`src/rtl/i2s_target_receiver.sv`:
```
// ---------------------------------------------------------------------------
// i2s_target_receiver
//
// Receive-side I2S target. SCLK, LRCK and SDATA are driven by an external
// controller and are sampled into the clk domain through equal-depth
// synchronizer chains. Each left/right half-frame is deserialized MSB first;
// the top DataWidth bits of each channel word are presented as a stereo pair.
//
// Ports
//   clk          system clock
//   reset        synchronous, active-high reset
//   sclkIn       asynchronous serial bit clock from the controller
//   lrckIn       asynchronous word select (0 = left, 1 = right)
//   sdataIn      asynchronous serial data, MSB first, two's complement
//   leftData     last committed left sample (top DataWidth bits)
//   rightData    last committed right sample (top DataWidth bits)
//   sampleValid  one-cycle pulse when leftData/rightData update together
//   frameError   one-cycle pulse when a half-frame is rejected
//   locked       high while the receiver is tracking frames
// ---------------------------------------------------------------------------
module i2s_target_receiver #(
    parameter int DataWidth       = 12,
    parameter int SerialDataWidth = 24,
    parameter int SyncStages      = 2
) (
    input  logic                 clk,
    input  logic                 reset,
    input  logic                 sclkIn,
    input  logic                 lrckIn,
    input  logic                 sdataIn,
    output logic [DataWidth-1:0] leftData,
    output logic [DataWidth-1:0] rightData,
    output logic                 sampleValid,
    output logic                 frameError,
    output logic                 locked
);

    typedef enum logic [0:0] {
        ST_UNLOCKED = 1'b0,
        ST_RECEIVE  = 1'b1
    } state_t;

    localparam logic [6:0] SERIAL_W  = 7'(SerialDataWidth);
    localparam logic [6:0] DATA_W    = 7'(DataWidth);
    localparam logic [5:0] MAX_INDEX = 6'd63;

    logic [SyncStages-1:0] sclk_sync_r;
    logic [SyncStages-1:0] lrck_sync_r;
    logic [SyncStages-1:0] sdata_sync_r;
    logic                  sclk_prev_r;
    logic                  prev_ws_r;
    logic                  have_prev_r;

    logic                  sclk_s;
    logic                  ws_s;
    logic                  data_s;
    logic                  rise_s;
    logic                  boundary_s;
    logic [6:0]            half_len_s;
    logic                  half_ok_s;

    state_t                state_r;
    state_t                state_next_s;

    logic                  lock_s;
    logic                  restart_s;
    logic                  capture_s;
    logic                  commit_s;
    logic                  short_err_s;
    logic                  overrun_s;
    logic                  count_s;
    logic                  shift_s;

    logic [5:0]            bit_index_r;
    logic [DataWidth-1:0]  shift_r;
    logic [DataWidth-1:0]  left_stage_r;
    logic                  left_captured_r;
    logic [DataWidth-1:0]  left_data_r;
    logic [DataWidth-1:0]  right_data_r;
    logic                  sample_valid_r;
    logic                  frame_error_r;
    logic                  locked_r;

    // Synchronizer chains for all three pins plus the delayed SCLK copy for edge detection.
    always_ff @(posedge clk) begin
        if (reset) begin
            sclk_sync_r  <= '0;
            lrck_sync_r  <= '0;
            sdata_sync_r <= '0;
            sclk_prev_r  <= 1'b0;
        end else begin
            sclk_sync_r  <= {sclk_sync_r[SyncStages-2:0], sclkIn};
            lrck_sync_r  <= {lrck_sync_r[SyncStages-2:0], lrckIn};
            sdata_sync_r <= {sdata_sync_r[SyncStages-2:0], sdataIn};
            sclk_prev_r  <= sclk_sync_r[SyncStages-1];
        end
    end

    assign sclk_s = sclk_sync_r[SyncStages-1];
    assign ws_s   = lrck_sync_r[SyncStages-1];
    assign data_s = sdata_sync_r[SyncStages-1];
    assign rise_s = sclk_s & ~sclk_prev_r;
    // The first rise after reset has no earlier LRCK to compare against, so it never counts as a boundary.
    assign boundary_s = rise_s & have_prev_r & (ws_s ^ prev_ws_r);
    // Length of the half-frame that ends at this boundary; the 6-bit index caps it at 64.
    assign half_len_s = {1'b0, bit_index_r} + 7'd1;
    assign half_ok_s  = (half_len_s >= SERIAL_W);

    // State register.
    always_ff @(posedge clk) begin
        if (reset) begin
            state_r <= ST_UNLOCKED;
        end else begin
            state_r <= state_next_s;
        end
    end

    // Next-state logic: lock on any boundary, drop lock on counter overrun.
    always_comb begin
        state_next_s = ST_UNLOCKED;
        case (state_r)
            ST_UNLOCKED: begin
                if (boundary_s) begin
                    state_next_s = ST_RECEIVE;
                end else begin
                    state_next_s = ST_UNLOCKED;
                end
            end
            ST_RECEIVE: begin
                if (overrun_s) begin
                    state_next_s = ST_UNLOCKED;
                end else begin
                    state_next_s = ST_RECEIVE;
                end
            end
            default: state_next_s = ST_UNLOCKED;
        endcase
    end

    // Event decode for the current SCLK rise; at most one event fires per rise.
    always_comb begin
        lock_s      = 1'b0;
        restart_s   = 1'b0;
        capture_s   = 1'b0;
        commit_s    = 1'b0;
        short_err_s = 1'b0;
        overrun_s   = 1'b0;
        count_s     = 1'b0;
        shift_s     = 1'b0;
        case (state_r)
            ST_UNLOCKED: begin
                if (boundary_s) begin
                    lock_s = 1'b1;
                end else begin
                    lock_s = 1'b0;
                end
            end
            ST_RECEIVE: begin
                if (boundary_s) begin
                    restart_s = 1'b1;
                    if (!half_ok_s) begin
                        short_err_s = 1'b1;
                    end else if (ws_s) begin
                        // LRCK went high: the left half just ended.
                        capture_s = 1'b1;
                    end else if (left_captured_r) begin
                        commit_s = 1'b1;
                    end else begin
                        commit_s = 1'b0;
                    end
                end else if (rise_s) begin
                    if (bit_index_r == MAX_INDEX) begin
                        overrun_s = 1'b1;
                    end else begin
                        count_s = 1'b1;
                        shift_s = ({1'b0, bit_index_r} < DATA_W);
                    end
                end else begin
                    count_s = 1'b0;
                end
            end
            default: begin
                lock_s = 1'b0;
            end
        endcase
    end

    // Bit counter, shift register, left staging and registered outputs.
    always_ff @(posedge clk) begin
        if (reset) begin
            prev_ws_r       <= 1'b0;
            have_prev_r     <= 1'b0;
            bit_index_r     <= 6'd0;
            shift_r         <= '0;
            left_stage_r    <= '0;
            left_captured_r <= 1'b0;
            left_data_r     <= '0;
            right_data_r    <= '0;
            sample_valid_r  <= 1'b0;
            frame_error_r   <= 1'b0;
            locked_r        <= 1'b0;
        end else begin
            if (rise_s) begin
                prev_ws_r   <= ws_s;
                have_prev_r <= 1'b1;
            end
            if (lock_s || restart_s || overrun_s) begin
                bit_index_r <= 6'd0;
                shift_r     <= '0;
            end else if (count_s) begin
                bit_index_r <= bit_index_r + 6'd1;
                if (shift_s) begin
                    shift_r <= {shift_r[DataWidth-2:0], data_s};
                end
            end
            if (capture_s) begin
                left_stage_r    <= shift_r;
                left_captured_r <= 1'b1;
            end else if (lock_s || short_err_s || overrun_s || (restart_s && !ws_s)) begin
                // A right half ending always consumes (or abandons) any staged left word.
                left_captured_r <= 1'b0;
            end
            if (commit_s) begin
                left_data_r  <= left_stage_r;
                right_data_r <= shift_r;
            end
            sample_valid_r <= commit_s;
            frame_error_r  <= short_err_s | overrun_s;
            locked_r       <= (state_next_s == ST_RECEIVE);
        end
    end

    assign leftData    = left_data_r;
    assign rightData   = right_data_r;
    assign sampleValid = sample_valid_r;
    assign frameError  = frame_error_r;
    assign locked      = locked_r;

endmodule

```
`config.mk`:
```
export PLATFORM = sky130hd
export DESIGN_NAME = i2s_target_receiver
export DESIGN_NICKNAME = d
export VERILOG_FILES = /design/src/rtl/i2s_target_receiver.sv
export SDC_FILE = /design/constraint.sdc
export NUM_CORES = 1
export LEC_CHECK = 0
export ABC_CLOCK_PERIOD_IN_PS = 2600
export CAP_MARGIN = 5
export CORE_MARGIN = 2
export CORE_UTILIZATION = 55
export DETAILED_ROUTE_END_ITERATION = 7
export PLACE_DENSITY_LB_ADDON = 0.15
export SLEW_MARGIN = 10
export SYNTH_ARGS = -nofsm -noshare
export SYNTH_HDL_FRONTEND = slang
export SYNTH_SLANG_ARGS = --single-unit
```
`constraint.sdc`:
```
create_clock -name clk -period 2.6 [get_ports clk]
set_clock_uncertainty 0.2 [all_clocks]
set_input_delay 0.78 -clock clk [delete_from_list [all_inputs] [get_ports clk]]
set_output_delay 0.78 -clock clk [all_outputs]
set_load 0.05 [all_outputs]
```
# Word level (Yosys, flattened, before mapping)

Cells that the tools add are included.

Add/sub/neg operators: 2
Order comparisons: 2
Equality and inequality tests: 1
Multiplexer cells: 31
Bitwise gates (word level): 7
Reductions and logical operators: 10

Operators with widths:

| cell                                                                                | count |
|---|---|
| 1-bit two-way mux                                                                   | 30 |
| 6-bit by 1-bit adder with 7-bit output, second input constant                       | 1 |
| 7-bit by 5-bit greater-or-equal comparator with 1-bit output, second input constant | 1 |
| 6-bit by 1-bit adder with 6-bit output, second input constant                       | 1 |
| 6-bit == test, second input constant                                                | 1 |
| 6-bit by 4-bit < comparator with 1-bit output, second input constant                | 1 |
| 1-bit logical OR                                                                    | 5 |
| 1-bit AND                                                                           | 3 |
| 1-bit NOT                                                                           | 2 |
| 1-bit case mux with 2 select lines                                                  | 1 |
| 2-bit AND reduction                                                                 | 1 |
| 2-bit nonzero test                                                                  | 1 |
| 2-bit OR reduction                                                                  | 1 |
| 1-bit logical AND                                                                   | 1 |
| 1-bit zero test                                                                     | 1 |
| 1-bit OR                                                                            | 1 |
| 1-bit bitwise XOR                                                                   | 1 |

Bits in registers: 67
Input bits: 5
Output and inout port bits: 27
Word-level logic and storage cells: 68

# Logic depth before layout (Yosys ltp)

Depth after elaboration: 11
Gate-level depth with buffers: 6
Depth with buffers taken out: 5

# Least setup slack after synthesis

No wires, ideal clock.

Path type: reg-to-reg
From: reg locked (netlist name)
To: reg bit_index_r[5]
Setup time: 130 ps
Data arrival time: 1720 ps
Slack: 550 ps
Stages on the path, launching flop included: 7
Buffers on the path: 2
Path through: dfxtp_1 > nand3b_1 > a21o_1 > buf_6 > o211ai_2 > buf_4 > a21oi_1

RTL lines:

| element                | line | RTL |
|---|---|---|
| end signal: assignment | 211  | `bit_index_r <= bit_index_r + 6'd1;` |
| end: declaration       | 74   | `logic [5:0] bit_index_r;` |

# Worst setup path in the final report

From: reg left_data_r[1], in the netlist leftData[1]
To: out leftData[1]

RTL lines:

| element                  | line | RTL |
|---|---|---|
| start: declaration       | 78   | `logic [DataWidth-1:0] left_data_r;` |
| start signal: assignment | 224  | `left_data_r <= left_stage_r;` |
| end: declaration         | 31   | `output logic [DataWidth-1:0] leftData,` |

No word-level cell between the ends.

==> flow_metrics.py <==
metrics = {
    "clock_network": {
        "cts.sinks": 67,
        "cts_root_buffer": "clkbuf_8",
        "cts_max_path_buffers": 2,
        "clock_latency_ps": 340,
        "cts_tree": "yes",
        "numCtsBuffers": 9,
        "postCtsSetupBuffers": 0,
        "postCtsHoldBufs": 0,
        "clkTransAtPathRegs_ps": 70,
        "cts_resized": 0,
        "htree_levels": 3,
    },
    "synth": {
        "synth.cell_area_sq_mm": 0.00270,
        "ys_types": 40,
        "synth-seq-cells": 67,
        "ys.flop_type": "dfxtp_1",
        "synth.avg_cell_area_sq_um": 9.69,
        "synthTopCellsByArea": "dfxtp_1 50%, mux2i_1 13%, nand2_1 7.5%, a21oi_1 3.2%, nand3_1 3.0%",
        "synth.most_common_cell": "dfxtp_1",
        "ys_top_cells_by_count": "67 x dfxtp_1, 54 x nand2_1, 36 x mux2i_1",
        "yosysWarnings": 0,
        "post-synth-top-area-cell": "dfxtp_1",
        "synth_top_area_share_pct": 49.8,
        "syn_nets": 284,
        "syn_inst": 278,
        "yosysSeqAreaShare_pct": 49.8,
        "synth-async-reset-ratio_pct": 0,
        "synth_edf_count": 0,
    },
    "worst_setup_path": {
        "crit_chain": "clkdlybuf4s50_1",
        "rrSetupSlack_ps": 410,
        "cp_max_fo": 2,
        "critPathKind": "register to output port",
        "cp.arrival_ps": 1500,
        "critPathBufInv": 1,
        "end_kind": "output port",
        "cpMaxStageDelayCell": "clkdlybuf4s50_1",
        "cp_top_family": "buffers and inverters",
        "crit_path_start_kind": "register",
        "rr_startpoint": "bit_index_r[0]$_SDFFE_PP0P_",
        "slowest_delay_ps": 810,
        "cp.required_ps": 1620,
        "reg2reg_depth": 6,
        "worstReg2RegEnd": "rightData[3]$_SDFFE_PP0P_",
    },
    "grt": {
        "grt_max_degree": 49,
        "grt_usage_pct": 20.7,
        "grt_pass1_vias": 1883,
        "grt-ovfl-total": 0,
        "grt_pass1_wl_um": 8540,
        "antenna_found_initial": 0,
    },
    "drt": {
        "drc": 0,
        "wl_met3_um": 186,
        "ant_nets": 0,
        "routed.top_layer": "met4",
        "first_pass_iters": 4,
        "via_count": 2035,
        "wl_met1_um": 2320,
        "routed-wl-met2_um": 2350,
        "wire_per_inst_um": 13.1,
        "drt-initial-drc-count": 88,
        "via_per_inst": 5.34,
        "finalWirelength_um": 4980,
    },
    "timing": {
        "setup_viol": 0,
        "hold_violations": 0,
        "max-slew-margin-rel_pct": 41.7,
        "drv_slew": 0,
        "rsz0062_at_grt": "no",
        "tightest_slew_ps": 873,
        "finalCritPeriodShare_pct": 95.6,
        "period_minus_slack_ps": 2480,
        "tns_ps": 0,
        "max_freq_ghz": 0.403,
    },
    "power_and_ir_drop": {
        "power.density_mw_per_mm2": 607,
        "vdd_drop_max_uv": 343,
        "p_leak_nw": 1.10,
        "total_power_mw": 1.98,
    },
    "floorplan": {
        "core-area_sq_mm": 0.00472,
        "io-pin-count": 32,
        "die_w_um": 74,
        "die_h_um": 74,
        "std_cell_rows": 25,
        "initial_utilization_pct": 57.1,
        "die-area_sq_mm": 0.00548,
    },
    "hold_path": {
        "min_path_cells": 1,
        "min-delay-start": "lrck_sync_r[0]$_SDFF_PP0_",
        "min_to": "lrck_sync_r[1]$_SDFF_PP0_",
        "worstHoldPathType": "register to register",
    },
    "final_layout": {
        "final_layout_size_suffix_gt1_share_pct": 13.1,
        "fin_cells": 381,
        "post-route-util_pct": 69.0,
        "nFillCells": 380,
        "n_antenna_cell": 0,
        "fin_nets": 315,
        "area_growth_pct": 20.9,
    },
    "run": {
        "maxCapViolCount": 0,
    },
    "placed_design": {
        "port_buffers": 31,
        "placedCellCount": 365,
        "place_congestion": 0.800,
        "dpl.hpwl_um": 3270,
    },
    "outcome": {
        "status": "finished clean",
    },
}
area by class of cell:
cell class	count	area (sq um)	area share [%]
Sequential cell	67	1340	41.2
Multi-Input combinational cell	191	1240	38.1
Timing Repair Buffer	38	373	11.4
Clock buffer	12	165	5.07
Tap cell	67	83.8	2.57
Clock inverter	4	47.5	1.46
Inverter	2	7.51	0.230
worst max-delay path by stage:
stage / start / end / slack [ps] / depth (start not counted)
final: leftData[1]$_SDFFE_PP0P_ / leftData[1] / 120 / 1
after floorplan: locked$_SDFF_PP0_ / bit_index_r[5]$_SDFFE_PP0P_ / 550 / 6
after global placement: reset / leftData[9]$_SDFFE_PP0P_ / 320 / 5
after detailed placement: reset / left_stage_r[9]$_SDFFE_PP0P_ / 290 / 5
after global routing: rightData[1]$_SDFFE_PP0P_ / rightData[1] / 70 / 1
after CTS: leftData[1]$_SDFFE_PP0P_ / leftData[1] / 110 / 1
cell usage in the layout (no fill, tap or decap), types with 2 or more instances in the layout:
cell type	Yosys	routed
and2b_2	2	2
dfxtp_1	67	67
nand3_1	16	16
and4_1	2	2
clkbuf_8	0	12
nand3b_1	3	3
mux2i_1	36	36
buf_4	3	7
a21oi_1	17	17
nor2_1	4	4
nor3_1	3	3
and3_1	4	4
clkinv_2	0	2
clkdlybuf4s50_1	0	30
nor2b_1	7	7
a21oi_2	5	5
o21ai_0	15	15
inv_1	2	2
nand2_1	54	54
nand4_1	2	2
through the flow:
step	hold WS, ps	setup slack, ps	instance area [sq um]
after global placement	223	317	3050
after CTS	246	108	3260
after floorplan	214	550	2700
after global routing	266	75.0	3260
final	245	116	3260
after detailed placement	230	293	3050
flip-flops by register name, indices dropped and copies added, names as in the netlist:
signal and cells:
locked 1, frameError 1, rightData 12, sampleValid 1, left_stage_r 12, sdata_sync_r 2
lrck_sync_r 2, bit_index_r 6, have_prev_r 1, sclk_prev_r 1, left_captured_r 1, leftData 12
prev_ws_r 1, shift_r 12, sclk_sync_r 2
cell families (layout without fill, tap and decap cells):
family                   Yosys count  after routing  synth area share [%]
XOR/XNOR                           2              2                 0.929
multiplexers                      37             37                  13.9
adder cells (fa/ha/maj)            1              1                 0.464
flip-flops                        67             67                  49.8
AND/OR/NAND/NOR                  103            103                  18.8
AO/OA/AOI/OAI                     48             48                  11.7
buffers and inverters             20             56                  4.46
power by group:
| part | switching (mW) | internal [mW] | leakage [nW] |
|---|---|---|---|
| combinational | 0.0279 | 0.0132 | 0.451 |
| clock | 0.384 | 0.518 | 0.108 |
| sequential | 0.00446 | 1.03 | 0.541 |
per-layer routing:
layer	vias up	global-route usage (%)
li1	1031	-
met1	954	26.0
met2	39	33.4
met3	11	4.07
met4	0	11.5
met5	-	0
Power figures use the tool's default switching activity.
